## src/rtl/piso_shift_tx_amisha.sv

```systemverilog
// Parallel-in/serial-out transmitter with valid/ready word load.
// Shifts one bit per enabled clock and pulses done after the last bit.
module piso_shift_tx_amisha #(
  parameter int WIDTH     = 8,
  parameter bit MSB_FIRST = 1'b1
) (
  input  logic             clk_amisha,
  input  logic             reset_n_amisha,
  input  logic             en_amisha,
  input  logic             load_valid_amisha,
  input  logic [WIDTH-1:0] load_data_amisha,
  output logic             load_ready_amisha,
  output logic             sout_amisha,
  output logic             sout_valid_amisha,
  output logic             busy_amisha,
  output logic             done_amisha
);

  localparam int CW = $clog2(WIDTH);
  localparam logic [CW-1:0] LAST = CW'(WIDTH - 1);

  typedef enum logic {
    IDLE  = 1'b0,
    SHIFT = 1'b1
  } state_t;

  state_t           state_q;
  state_t           state_d;
  logic [WIDTH-1:0] shreg_q;
  logic [WIDTH-1:0] shreg_d;
  logic [CW-1:0]    cnt_q;
  logic [CW-1:0]    cnt_d;
  logic             done_q;
  logic             done_d;
  logic [WIDTH-1:0] shifted;

  // Zero fill so the register drains to 0 by the time the word ends.
  assign shifted = MSB_FIRST ?
    {shreg_q[WIDTH-2:0], 1'b0} :
    {1'b0, shreg_q[WIDTH-1:1]};

  always_comb begin
    state_d = state_q;
    shreg_d = shreg_q;
    cnt_d   = cnt_q;
    done_d  = 1'b0;
    unique case (1'b1)
      (state_q == IDLE): begin
        if (load_valid_amisha) begin
          shreg_d = load_data_amisha;
          cnt_d   = '0;
          state_d = SHIFT;
        end
      end
      (state_q == SHIFT): begin
        if (en_amisha) begin
          shreg_d = shifted;
          if (cnt_q == LAST) begin
            state_d = IDLE;
            cnt_d   = '0;
            done_d  = 1'b1;
          end else begin
            cnt_d = cnt_q + 1'b1;
          end
        end
      end
      default: begin
        state_d = IDLE;
      end
    endcase
  end

  always_ff @(posedge clk_amisha or negedge reset_n_amisha) begin
    if (!reset_n_amisha) begin
      state_q <= IDLE;
      shreg_q <= '0;
      cnt_q   <= '0;
      done_q  <= 1'b0;
    end else begin
      state_q <= state_d;
      shreg_q <= shreg_d;
      cnt_q   <= cnt_d;
      done_q  <= done_d;
    end
  end

  assign load_ready_amisha = (state_q == IDLE);
  assign busy_amisha       = (state_q == SHIFT);
  assign sout_valid_amisha = (state_q == SHIFT);
  assign done_amisha       = done_q;
  assign sout_amisha       = (state_q == SHIFT) &&
    (MSB_FIRST ? shreg_q[WIDTH-1] : shreg_q[0]);

endmodule

```

## config.mk

```make
export PLATFORM = sky130hd
export DESIGN_NAME = piso_shift_tx_amisha
export DESIGN_NICKNAME = d
export VERILOG_FILES = /design/src/rtl/piso_shift_tx_amisha.sv
export SDC_FILE = /design/constraint.sdc
export NUM_CORES = 1
export LEC_CHECK = 0
export ABC_AREA = 1
export CORE_UTILIZATION = 40
export DETAILED_ROUTE_END_ITERATION = 6
export PLACE_DENSITY = 0.67
export SYNTH_ARGS = -nofsm -noshare
export SYNTH_HDL_FRONTEND = slang
export SYNTH_SLANG_ARGS = --single-unit
```

## constraint.sdc

```tcl
create_clock -name clk_amisha -period 1.5 [get_ports clk_amisha]
set_input_delay 0.3 -clock clk_amisha [delete_from_list [all_inputs] [get_ports clk_amisha]]
set_output_delay 0.3 -clock clk_amisha [all_outputs]
set_load 0.02 [all_outputs]
```

==> metrics <==
status finished, final reports clean; initial drt markers 5; max-slew violations 0; worst-margin pin slew 0.2329 ns; VDD IR max 0.0009131 V; Buf+Inv Stages, Crit Path 2; chip height 43.10 µm; CP endpoint sout_amisha; post-DP HPWL 1017 µm; Comb pwr share 0.396; synth unique cells 10; CP startpoint busy_amisha; CP Data Arrival Time 1.09 ns; Pre-Repair DR Iteration Count 4; Hold Violations, Final 0; Yosys warnings 0; crit start category flop; RSZ-0062 raised after global routing false; proportion of layout cells with a drive suffix above 1 0.1204; routability cong. 0.7453; cell accounting for the most synthesized area dfrtp_1; flops & latches, synth 13; port bufs 16; clock tree buffer depth 2; multi-input logic area 286.5 µm²; Synth Cell Area 675.6 µm²; clock root buffer master clkbuf_4; Sw Ratio 0.3569; Critical Path RT 1.20 ns; critical path's largest stage delay 0.41 ns; # diodes 0; Clk Latency, worst-skew pair 0.27 ns; DP Area 864.6 µm²; Avg WL per Cell 10.39 µm; Post-Syn Instances 87; DR vias 600; Syn Nets 101; row count 14; Synth Area per Inst 7.766 µm²; Internal Power 798.0 µW; die area 0.001858 mm²; vias per std cell 4.839; initial antenna violation count 0; Max Clock Freq 720.5 MHz; Post-CTS Setup Inserts 0; endpoint class of the critical path output port; maxcap violations 0; worst hold slack 0.3247 ns; Top Ports 17; Max-Slew Margin vs Limit 0.8453; all-layer global routing usage 0.1636; Area Growth Syn to Fin 31.11%; largest net degree at the start of global routing 14; min-delay worst type in2async; Setup TNS Final 0 ns; number of global-route vias before repair 500; final cycle utilization of the critical path 0.9252; minimum clock period 1.388 ns; Final Non-Filler Cells 124; peak fanout along the critical path 5; residual DRC count 0; critical path class reg2out; Design Area, Final 885.9 µm²; clock slew at reported path FFs 0.08 ns; post-synthesis sequential area ratio 0.4815; register area 325.3 µm²; Placed Instances 120; largest cells by area after synthesis dfrtp_1 48%, nand2_1 23%, nand3_1 10%; Cell Chain, Critical Path nand2_1, inv_1, clkdlybuf4s15_1; Net Sw Power 443.0 µW; leakage power 0.0004977 µW; Initial Utilization 0.4383; clock sink count 13; Worst R2R Path Depth 5; H-tree depth 1; Synth top area share 0.4815; Final Util 0.5747; clock power share 0.166; power density over cell area 1401 mW/mm²; Post-DRT Antenna Nets 0; final wirelength 1288 µm; Core Footprint 0.001541 mm²; Critical-path top delay cell dfrtp_1; Setup-failing EPs final 0; gr ovfl total 0; TritonCTS Buffers 3; R2R setup slack 0.32 ns; Nets 123; CP top delay family flip-flops; Flop pwr share 0.438; CTS tree yes; Die X 43.10 µm; cell depth of the worst setup path 3; first-pass GRT wire length 2125 µm; RR Endpoint shreg_q[4]; Critical R2R Launch busy_amisha; Clock Skew 0.009239 ns; fill count 144
## cell families after synthesis
logic type | count (synthesis) | share of synthesized area
fa+ha+maj | 2 | 0.03703
buf+inv | 9 | 0.09443
flops | 13 | 0.4815
simple gates | 63 | 0.3870
## how the worst min path moves through the flow
stage,from,to,slack [ns],cells past startpoint
3_5_place_dp,shreg_q[0],shreg_q[0],0.49,2
5_1_grt,reset_n_amisha,shreg_q[1],0.33,2
4_1_cts,reset_n_amisha,shreg_q[1],0.32,2
3_3_place_gp,shreg_q[0],shreg_q[0],0.49,2
6_report,reset_n_amisha,shreg_q[1],0.32,2
2_1_floorplan,reset_n_amisha,busy_amisha,0.004,0
## layout by cell type (no fill, tap or decap)
cell             count
nand2_1             42
nand3_1             14
dfrtp_1             13
clkdlybuf4s50_1     11
buf_4                5
nor2_1               4
dlygate4sd2_1        4
inv_1                3
nand2_2              3
clkbuf_4             3
ha_1                 2
inv_2                1
clkbuf_1             1
clkdlybuf4s15_1      1
buf_12               1
## cell type report
| type | count | share of cell area |
|---|---|---|
| Clock buffer | 4 | 0.02966 |
| Inverter | 4 | 0.01695 |
| Multi-Input combinational cell | 65 | 0.3234 |
| Sequential cell | 13 | 0.3672 |
| Tap cell | 16 | 0.02260 |
| Timing Repair Buffer | 22 | 0.2401 |
## metrics by stage
step | setup slack, ns | power, µW
2_1_floorplan | 0.2865 | 898.5
3_3_place_gp | 0.1090 | 1055
3_5_place_dp | 0.09253 | 1068
4_1_cts | 0.06384 | 1261
5_1_grt | 0.01212 | 1356
6_report | 0.1121 | 1241
## cells in the mapped netlist, drive strengths merged
library cell and number:
buf 5, dfrtp 13, ha 2, inv 4, nand2 45, nand3 14, nor2 4
## state kept, by name, indices dropped and copies added (netlist names)
signal and cells:
done_amisha 1, shreg_q 8, busy_amisha 1, cnt_q 3
## per-layer routing
layer / GRT usage / wire length [µm] / vias up
li1: - / - / 313
met1: 0.1885 / 560 / 270
met2: 0.2657 / 639 / 15
met3: 0.07660 / 74 / 2
met4: 0.05455 / 13 / 0
met5: 0 / 0 / -
## power by group through the flow
stage / clock [µW] / combinational, µW / sequential (µW)
after CTS: 220 / 496 / 545
final: 206 / 491 / 544
after detailed placement: 0 / 514 / 553
after global routing: 232 / 569 / 556
after global placement: 0 / 507 / 548
after floorplan: 0 / 352 / 546
## repair_timing
item	CTS	global route
setup endpoints to repair	5	1
resized for setup	5	1
hold buffers	0	0
Note: power is estimated with default switching activity, not from simulation.
